===== config.mk =====
export PLATFORM = sky130hd
export DESIGN_NAME = hex_scan_driver
export DESIGN_NICKNAME = d
export VERILOG_FILES = /design/src/rtl/hex_scan_driver.sv
export SDC_FILE = /design/constraint.sdc
export NUM_CORES = 1
export LEC_CHECK = 0
export CORE_MARGIN = 2
export CORE_UTILIZATION = 25
export CTS_BUF_LIST = sky130_fd_sc_hd__clkbuf_8
export DETAILED_ROUTE_END_ITERATION = 10
export PLACE_DENSITY = 0.43
export SLEW_MARGIN = 15
export SYNTH_ARGS = -nofsm -noshare
export SYNTH_HDL_FRONTEND = slang
export SYNTH_SLANG_ARGS = --single-unit

===== constraint.sdc =====
create_clock -name clk -period 3.2 [get_ports clk]
set_input_delay 0.64 -clock clk [delete_from_list [all_inputs] [get_ports clk]]
set_output_delay 0.64 -clock clk [all_outputs]
set_load 0.005 [all_outputs]

===== src/rtl/hex_scan_driver.sv =====
// ---------------------------------------------------------------------------
// hex_scan_driver
//
// Time-multiplexed driver for a bank of 7-segment hex digits. A prescaler
// holds each digit lit for REFRESH_DIV clocks, and then the scan moves to the
// next digit. Host writes go to a pending register. They move into the
// display register only at a frame boundary, so a frame never shows a mix of
// old and new digits.
//
// Parameters:
//   DIGITS      number of 4-bit hex digits scanned (1..16)
//   REFRESH_DIV clk cycles each digit stays lit (>= 2)
//   ACTIVE_LOW  1: lit segments and anodes are driven low; 0: driven high
//
// Ports:
//   clk            system clock, rising edge
//   rst            synchronous active-high reset
//   wr_en          write strobe; wr_data is captured in the same cycle
//   wr_data        value to display, nibble i -> digit i (nibble 0 is the LSB)
//   seg            registered segment pattern, bit0 = a ... bit6 = g
//   an             registered one-hot digit enable
//   frame_done     one-cycle pulse after each full scan frame
//   update_pending a captured value is waiting for the next frame boundary
//
// Optional feature (compile-time macro):
//   LEADING_ZERO_BLANK_EN  blanks leading-zero digits above digit 0
// ---------------------------------------------------------------------------
module hex_scan_driver #(
    parameter int DIGITS      = 8,
    parameter int REFRESH_DIV = 50000,
    parameter int ACTIVE_LOW  = 1
) (
    input  logic                  clk,
    input  logic                  rst,
    input  logic                  wr_en,
    input  logic [4*DIGITS-1:0]   wr_data,
    output logic [6:0]            seg,
    output logic [DIGITS-1:0]     an,
    output logic                  frame_done,
    output logic                  update_pending
);

    localparam int PW = $clog2(REFRESH_DIV);
    localparam int IW = (DIGITS > 1) ? $clog2(DIGITS) : 1;

    localparam logic [PW-1:0]     PRESC_LAST = PW'(REFRESH_DIV - 1);
    localparam logic [IW-1:0]     IDX_LAST   = IW'(DIGITS - 1);
    localparam logic [6:0]        SEG_OFF    = (ACTIVE_LOW != 0) ? 7'h7F : 7'h00;
    localparam logic [DIGITS-1:0] AN_OFF     = (ACTIVE_LOW != 0) ? {DIGITS{1'b1}}
                                                                 : {DIGITS{1'b0}};

    logic [PW-1:0]         presc;
    logic [IW-1:0]         idx;
    logic [4*DIGITS-1:0]   disp;
    logic [4*DIGITS-1:0]   pend;

    logic                  tick;
    logic                  boundary;
    logic [3:0]            nib;
    logic [DIGITS-1:0]     an_hot;
    logic                  blank_cur;
    logic [6:0]            seg_lit;
    logic [6:0]            seg_drive;
    logic [DIGITS-1:0]     an_drive;

    // Active-high glyph table, bit0 = a ... bit6 = g; b and d are lowercase.
    function automatic logic [6:0] hex_glyph(input logic [3:0] v);
        logic [6:0] g;
        case (v)
            4'h0: g = 7'h3F;
            4'h1: g = 7'h06;
            4'h2: g = 7'h5B;
            4'h3: g = 7'h4F;
            4'h4: g = 7'h66;
            4'h5: g = 7'h6D;
            4'h6: g = 7'h7D;
            4'h7: g = 7'h07;
            4'h8: g = 7'h7F;
            4'h9: g = 7'h6F;
            4'hA: g = 7'h77;
            4'hB: g = 7'h7C;
            4'hC: g = 7'h39;
            4'hD: g = 7'h5E;
            4'hE: g = 7'h79;
            default: g = 7'h71;
        endcase
        return g;
    endfunction

    assign tick     = (presc == PRESC_LAST);
    assign boundary = tick && (idx == IDX_LAST);

    // Select the current nibble and build the one-hot anode pattern with an
    // explicit compare loop. Index values past DIGITS-1 cannot occur.
    always_comb begin
        // NOTE: every variable gets a default first so that no path leaves it unassigned (no latch).
        nib    = 4'h0;
        an_hot = '0;
        for (int i = 0; i < DIGITS; i++) begin
            if (idx == IW'(i)) begin
                nib       = disp[4*i +: 4];
                an_hot[i] = 1'b1;
            end
        end
    end

`ifdef LEADING_ZERO_BLANK_EN
    logic [DIGITS-1:0] blank;
    logic              nz_above;

    // Walk from the top digit down. A digit is blanked only while every
    // nibble at or above it is zero. Digit 0 always shows its glyph.
    always_comb begin
        blank    = '0;
        nz_above = 1'b0;
        for (int i = DIGITS - 1; i >= 0; i--) begin
            nz_above = nz_above | (disp[4*i +: 4] != 4'h0);
            blank[i] = (i != 0) && !nz_above;
        end
    end

    assign blank_cur = |(blank & an_hot);
`else
    assign blank_cur = 1'b0;
`endif

    assign seg_lit   = blank_cur ? 7'h00 : hex_glyph(nib);
    assign seg_drive = (ACTIVE_LOW != 0) ? ~seg_lit : seg_lit;
    assign an_drive  = (ACTIVE_LOW != 0) ? ~an_hot  : an_hot;

    // NOTE: sequential state uses non-blocking assignments, so every register reads pre-edge values.
    always_ff @(posedge clk) begin
        if (rst) begin
            presc          <= '0;
            idx            <= '0;
            disp           <= '0;
            pend           <= '0;
            update_pending <= 1'b0;
            frame_done     <= 1'b0;
            seg            <= SEG_OFF;
            an             <= AN_OFF;
        end else begin
            presc <= tick ? '0 : presc + 1'b1;
            if (tick) begin
                idx <= (idx == IDX_LAST) ? '0 : idx + 1'b1;
            end

            frame_done <= boundary;

            // The display register changes only at a frame boundary. A write
            // that lands on the boundary goes straight to the display and wins
            // over any older pending value.
            if (boundary && wr_en) begin
                disp           <= wr_data;
                update_pending <= 1'b0;
            end else if (boundary && update_pending) begin
                disp           <= pend;
                update_pending <= 1'b0;
            end else if (wr_en) begin
                pend           <= wr_data;
                update_pending <= 1'b1;
            end

            // Outputs follow idx and disp with one clock of latency.
            seg <= seg_drive;
            an  <= an_drive;
        end
    end

endmodule

## Yosys cells after proc, flatten, opt, wreduce, memory -nomap -nowiden

Memories as Yosys holds them, arrays and structs flattened.
Cells that the tools add are included.

- Add/subtract/negate cells: 2
- Equality and inequality tests: 8
- Muxes and demuxes: 19
- Bitwise gates (word level): 4
- Reduce and logical (&&, ||, !) cells: 8

Operator list:

| operator | count |
|---|---|
| $mux 32 | 2 |
| $mux 4 | 8 |
| $add 16x1->16 const B | 1 |
| $eq 16x16->1 const B | 1 |
| $eq 3x3->1 const B | 4 |
| $mux 1 | 8 |
| $not 8->8 | 1 |
| $not 7->7 | 1 |
| $eq 3x2->1 const B | 2 |
| $add 3x1->3 const B | 1 |
| $eq 3x1->1 const B | 1 |
| $logic_and 1x1->1 | 3 |
| $logic_not 3->1 | 1 |
| $mux 3 | 1 |
| $reduce_and 3->1 | 1 |
| $reduce_or 3->1 | 1 |
| $not 1->1 | 2 |
| $reduce_bool 2->1 | 1 |
| $reduce_or 2->1 | 1 |

- Bits in registers: 100
- Memory bits (read-only): 112
- Output and inout bits: 17
- Memories: 1

Memory list:

| memory | words | bits a word | rd ports | clocked after memory_dff | wr ports | RTL line | text |
|---|---|---|---|---|---|---|---|
| (no name shown) | 16 | 7 | 1 | 0 | 0 | 69 | `case (v)` |

## Logic depth before layout (Yosys ltp)

Gate-level depths: netlist of run 1.
An unclocked memory read counts as a cell.

- Depth in word-level cells: 11
- Gate-level depth with buffers: 14

## Worst setup path after synthesis of run 1

No wires, ideal clock.

- Kind: reg2reg
- Start point: register idx[2]
- End point: register seg[3]
- Setup time: 0.128 ns
- Arrival time: 2.650 ns
- Data required time: 3.072 ns
- Slack: 0.422 ns
- Cell stages (with the launch flop): 13
- Path buffers: 2
- Clock period less this slack: 2.778 ns
- Path through: dfxtp_1 buf_4 inv_1 ha_1 buf_2 a21oi_1 a222oi_1 o21ai_0 inv_1 ha_1 nor3b_1 a2111oi_0 nor2_1

- Cells in the longest elaborated chain, start to end: 11

RTL lines:

| what | RTL line | text |
|---|---|---|
| from (decl) | 53 | `logic [IW-1:0] idx;` |
| from (signal assigned) | 145 | `idx <= (idx == IDX_LAST) ? '0 : idx + 1'b1;` |
| $logic_not 3->1 | 100 | `if (idx == IW'(i)) begin` |
| $mux 4 (7 in series) | 100 |  |
| $mux 4 * | 100 |  |
| $mem_v2 16x7 * | -- |  |
| $not 7->7 * | 128 | `assign seg_drive = (ACTIVE_LOW != 0) ? ~seg_lit : seg_lit;` |
| to (signal assigned) | 165 | `seg <= seg_drive;` |
| to (decl) | 37 | `output logic [6:0] seg,` |

Mark *: on every way between the ends. The rest lies on a longest branch, timed or not.
A chain may end at the register's enable or synchronous reset.

## Worst setup path after layout of run 1

- Start point: register idx[0]
- End point: register seg[3]

The elaborated chain is that of the path after synthesis.

==> results.cfg, run 1 <==
[floorplan]
die_y_um = 138
initial_core_util = 0.257
die_w_um = 138
rows = 48
io_pins = 52
core_um2 = 17400
dieArea_um2 = 19000

[critical_path]
crit_path_start_kind = flop
path_cells = inv_1 > ha_1 > o21ai_1 > a2bb2oi_1 > o22ai_1 > o2bb2ai_2 > inv_1 > ha_1 > nor3b_1 > a2111oi_0 > nor2_1
worstSetupEndpointType = flop
critPathArrivalTime_ns = 3.16
path_class = flop to flop
required_ns = 3.46
cpMaxStageDelayCell = dfxtp_1
critical_path.max_stage_delay_ns = 0.40
worst-path-max-fanout = 11

[global_route]
grt_pass1_wl_mm = 18.9
grt_max_degree = 45
grt_overflow = 0
grt_pass1_vias = 3582
antenna_found_initial = 0
grt_usage = 0.129

[sta]
hold_viol_final = 0
relSlewSlack = 0.575
rsz0062_at_grt = no
final.setup.worst_slack_ns = 0.300
period_share = 0.906
setup_tns_ns = 0
max_freq_mhz = 345
worstMarginPinSlew_ns = 0.638
whs_ns = 0.453
min_period_ns = 2.90
drv_slew = 0
setup_viol = 0
fin_worst_skew_ns = 0.0121

[synth]
synthTopCellsByArea = dfxtp_1 45%, nand2_1 9.6%, a21oi_1 8.7%, o221ai_1 6.3%, ha_1 3.9%
ys_seq_area_frac = 0.447
synth_ff_type = dfxtp_1
yosysTopAreaCellShare = 0.447
netlist_area_um2 = 4480
synth_area_per_cell_um2 = 8.53
ys_types = 57
synth_nets = 574
synth_common_cells = 115 x nand2_1, 100 x dfxtp_1, 78 x a21oi_1
synth_top_area_cell = dfxtp_1
synth_seq_cells = 100
syn_inst = 525
synth-edff-count = 0
synth-async-reset-ratio = 0
ys_warn_count = 0
post-synth-top-count-cell = nand2_1

[cells_and_area]
diodes = 0
fillers = 1853
area_growth_pct = 21.0
utilization = 0.311
drive_above_1_share = 0.0811
nets = 612

[cts]
clock_latency_ns = 0.37
cts_buffers = 9
cts.sinks = 100
cts_hold_buffers = 0
cts.path.max_buffers = 2
clk_pin_slew_worst_paths_ns = 0.09
htree_levels = 3
cts_tree = built
ctsResizeCount = 0
post-cts-setup-buffer-count = 0
cts_root_buffer = clkbuf_8

[routing]
vias = 3786
first_pass_iters = 4
postRouteAntennaNets = 0
drcViolationCount = 0
wl_per_cell_um = 14.7
drt_iter0_drc = 224
drt_wl_total_mm = 11.7
vias_per_cell = 4.78

[power]
power_density_nw_per_um2 = 421
p_leak_nw = 1.85
ir_worst_vdd_v = 0.000156
power.total_mw = 2.28

[outcome]
status = completed

[placed_design]
dp_slack_ns = 0.361
port_buffers = 51
place_congestion = 0.790
dpl.hpwl_mm = 8.11

[hold_path]
min_path_type = flop to flop

[run]
max_cap_viol_count = 0
[metrics by stage]
stage               instances  cell area [um^2]
floorplan                 525              4480
global placement          777              5220
detailed placement        777              5220
CTS                       792              5420
global route              792              5420
finish                    792              5420
[final timing paths]
| check | start | endpoint | slack, ns | depth (start not counted) |
|---|---|---|---|---|
| setup reg to reg | idx[0]$_SDFFE_PP0N_ | seg[3]$_SDFF_PP1_ | 0.30 | 11 |
| setup / recovery | idx[0]$_SDFFE_PP0N_ | seg[3]$_SDFF_PP1_ | 0.30 | 11 |
| hold / removal | presc[0]$_SDFF_PP0_ | presc[0]$_SDFF_PP0_ | 0.45 | 1 |
| hold reg to reg | presc[0]$_SDFF_PP0_ | presc[0]$_SDFF_PP0_ | 0.45 | 1 |
[power breakdown]
group / internal [mW] / switching [mW] / leakage (nW)
registers: 1.27 / 0.0149 / 0.815
clock network: 0.426 / 0.419 / 0.114
logic: 0.0714 / 0.0792 / 0.919
[flip-flops by register name, summed over array words and instances (netlist names)]
signal and count:
an 8, seg 7, disp 32, pend 32
presc 16, frame_done 1, idx 3, update_pending 1
[cell families after synthesis]
| family | synth area share |
|---|---|
| XOR/XNOR | 0.0254 |
| AND/OR/NAND/NOR | 0.194 |
| flip-flops | 0.447 |
| adder cells (fa/ha/maj) | 0.0391 |
| multiplexers | 0.00782 |
| AO/OA/AOI/OAI | 0.232 |
| buffers and inverters | 0.0542 |
[layout by cell type (no fill, tap or decap), types with 9 or more instances in the layout]
master           synthesis  routed
a21oi_1                 78      78
clkdlybuf4s50_1          0      50
ha_1                    14      14
buf_4                    2      13
nor2_1                  30      29
inv_1                   14      18
dfxtp_1                100     100
o221ai_1                32      32
nand2_1                115     115
clkbuf_8                 0       9
[per-layer routing]
metal / wire length [um] / GRT usage / vias to the layer above
met5: 0 / 0 / -
met4: 278 / 0.0590 / 0
met3: 453 / 0.0249 / 17
met2: 4970 / 0.190 / 74
met1: 5960 / 0.182 / 1777
li1: - / - / 1918
[cell type report]
type / count / area, um^2 / share of cell area
tap: 225 / 282 / 0.0519
inverter: 16 / 60.1 / 0.0111
multi-input combinational: 371 / 2260 / 0.416
timing repair buffer: 65 / 623 / 0.115
clock inverter: 6 / 75.1 / 0.0138
clock buffer: 9 / 124 / 0.0228
sequential: 100 / 2000 / 0.369
[critical path, delay by kind of cell, from the launching register on]
kind	cells	cell delay [ns]
buffers and inverters	2	0.21
AOI/OAI and AO/OA	5	1.27
and+or+nand+nor	2	0.22
adders and majority gates	2	0.67
DFF	1	0.40
Note: power is estimated with default switching activity, not from simulation.
==> run 2, diff against run 1 <==
Settings changed: RECOVER_POWER from default to 50.
==> run 2 against run 1 <==
Compared with the run above:
- the run now ends with max-capacitance violations, max-slew violations left
- global-route usage stayed put
- routed wire length is 0.10% higher
- core utilization is 0.16 points lower
- critical path type unchanged
- largest power group unchanged
- highest routed layer unchanged
==> results.cfg, run 2 (synthesis results as in run 1) <==
[outcome]
status = complete, but fails checks
violations = max-capacitance violations, max-slew violations

[routing]
vias_per_cell = 4.82
first_pass_iters = 4
drt_iter0_drc = 229
drcViolationCount = 0
wl_per_cell_um = 14.7
postRouteAntennaNets = 0
drt_wl_total_mm = 11.7
vias = 3815

[cells_and_area]
final_area_um2 = 5390
fillers = 1861
multi_input_area_um2 = 2250
drive_above_1_share = 0.0670
nets = 612
final_cells = 792
regArea_um2 = 2000
diodes = 0
top_regs = disp x32, pend x32, presc x16
final_common_cell = nand2_1
layout_common_cells = 115 x nand2_1, 100 x dfxtp_1, 78 x a21oi_1, 33 x clkdlybuf4s50_1, 32 x o221ai_1
area_growth_pct = 20.4

[placed_design]
dpl.hpwl_mm = 8.11
port_buffers = 51
dp_slack_ns = 0.361
placed_area_um2 = 5220
dp_cells = 777
place_congestion = 0.790

[sta]
max_freq_mhz = 349
period_share = 0.894
rsz0062_at_grt = no
worstMarginPinSlew_ns = 1.80
hold_viol_final = 0
setup_viol = 0
final.setup.worst_slack_ns = 0.338
relSlewSlack = -0.200
setup_tns_ns = 0
drv_slew = 41
fin_worst_skew_ns = 0.0125
min_period_ns = 2.86

[floorplan]
initial_core_util = 0.257
die_y_um = 138
rows = 48
dieArea_um2 = 19000
io_pins = 52
core_um2 = 17400
die_w_um = 138

[cts]
cts_tree = built
ctsResizeCount = 0
cts_root_buffer = clkbuf_8
cts.sinks = 100
post-cts-setup-buffer-count = 0
cts_buffers = 9
cts.path.max_buffers = 2
htree_levels = 3
clock_latency_ns = 0.38
clk_pin_slew_worst_paths_ns = 0.09
cts_hold_buffers = 0

[global_route]
grt_max_degree = 45
grt_usage = 0.129
antenna_found_initial = 0
grt_pass1_wl_mm = 18.9
grt_pass1_vias = 3582
grt_overflow = 0

[power]
power_density_nw_per_um2 = 423
ir_worst_vdd_v = 0.000158
p_leak_nw = 1.81
power.total_mw = 2.28

[critical_path]
worst-path-max-fanout = 11
critPathArrivalTime_ns = 3.13
path_class = flop to flop
required_ns = 3.46
crit_path_start_kind = flop
worstSetupEndpointType = flop

[run]
max_cap_viol_count = 1

[hold_path]
min_path_type = flop to flop
## run 2: cell count changes in the layout (fill, tap and decap cells not counted), sizes merged
cell / delta
buf: -6
dlygate4sd3: +17
clkdlybuf4s50: -17
clkbuf: +6
## run 2: path summary, 6_finish.rpt
kind	endpoint	slack [ns]	cells after the start	start
setup / recovery	seg[3]$_SDFF_PP1_	0.34	11	idx[0]$_SDFFE_PP0N_
setup reg to reg	seg[3]$_SDFF_PP1_	0.34	11	idx[0]$_SDFFE_PP0N_
hold reg to reg	presc[0]$_SDFF_PP0_	0.45	1	presc[0]$_SDFF_PP0_
hold / removal	presc[0]$_SDFF_PP0_	0.45	1	presc[0]$_SDFF_PP0_
## run 2: final cells by class
cell class / instances / area share
inverters: 16 / 0.0111
multi-input cells: 371 / 0.417
clock inverters: 6 / 0.0139
well taps: 225 / 0.0522
clock buffers: 9 / 0.0230
repair buffers: 65 / 0.112
flip-flops and latches: 100 / 0.371
## run 2: worst max-delay path: stages (launching register included)
cell and delay (ns):
dfxtp_1 0.40, inv_1 0.08, ha_1 0.36, o21ai_1 0.31
a2bb2oi_1 0.11, o22ai_1 0.23, o2bb2ai_2 0.21, inv_1 0.13
ha_1 0.31, nor3b_1 0.15, a2111oi_0 0.38, nor2_1 0.07
## run 2: routing by layer
metal | track usage | vias to the layer above | part of all wire | wire length (um)
met2 | 0.190 | 94 | 0.43 | 5010
met5 | 0 | - | 0 | 0
met4 | 0.0590 | 0 | 0.023 | 269
met3 | 0.0249 | 17 | 0.043 | 503
li1 | - | 1916 | - | -
met1 | 0.182 | 1788 | 0.50 | 5890
## run 2: power breakdown
group | leakage, nW | switching (mW) | internal [mW]
clock network | 0.114 | 0.420 | 0.426
registers | 0.815 | 0.0146 | 1.27
logic | 0.879 | 0.0785 | 0.0687
total | 1.81 | 0.514 | 1.77
## run 2: stage by stage
stage | hold slack, ns | util
floorplan | 0.413 | -
global placement | 0.427 | 0.300
detailed placement | 0.443 | 0.300
CTS | 0.456 | 0.311
global route | 0.478 | 0.310
finish | 0.453 | 0.310
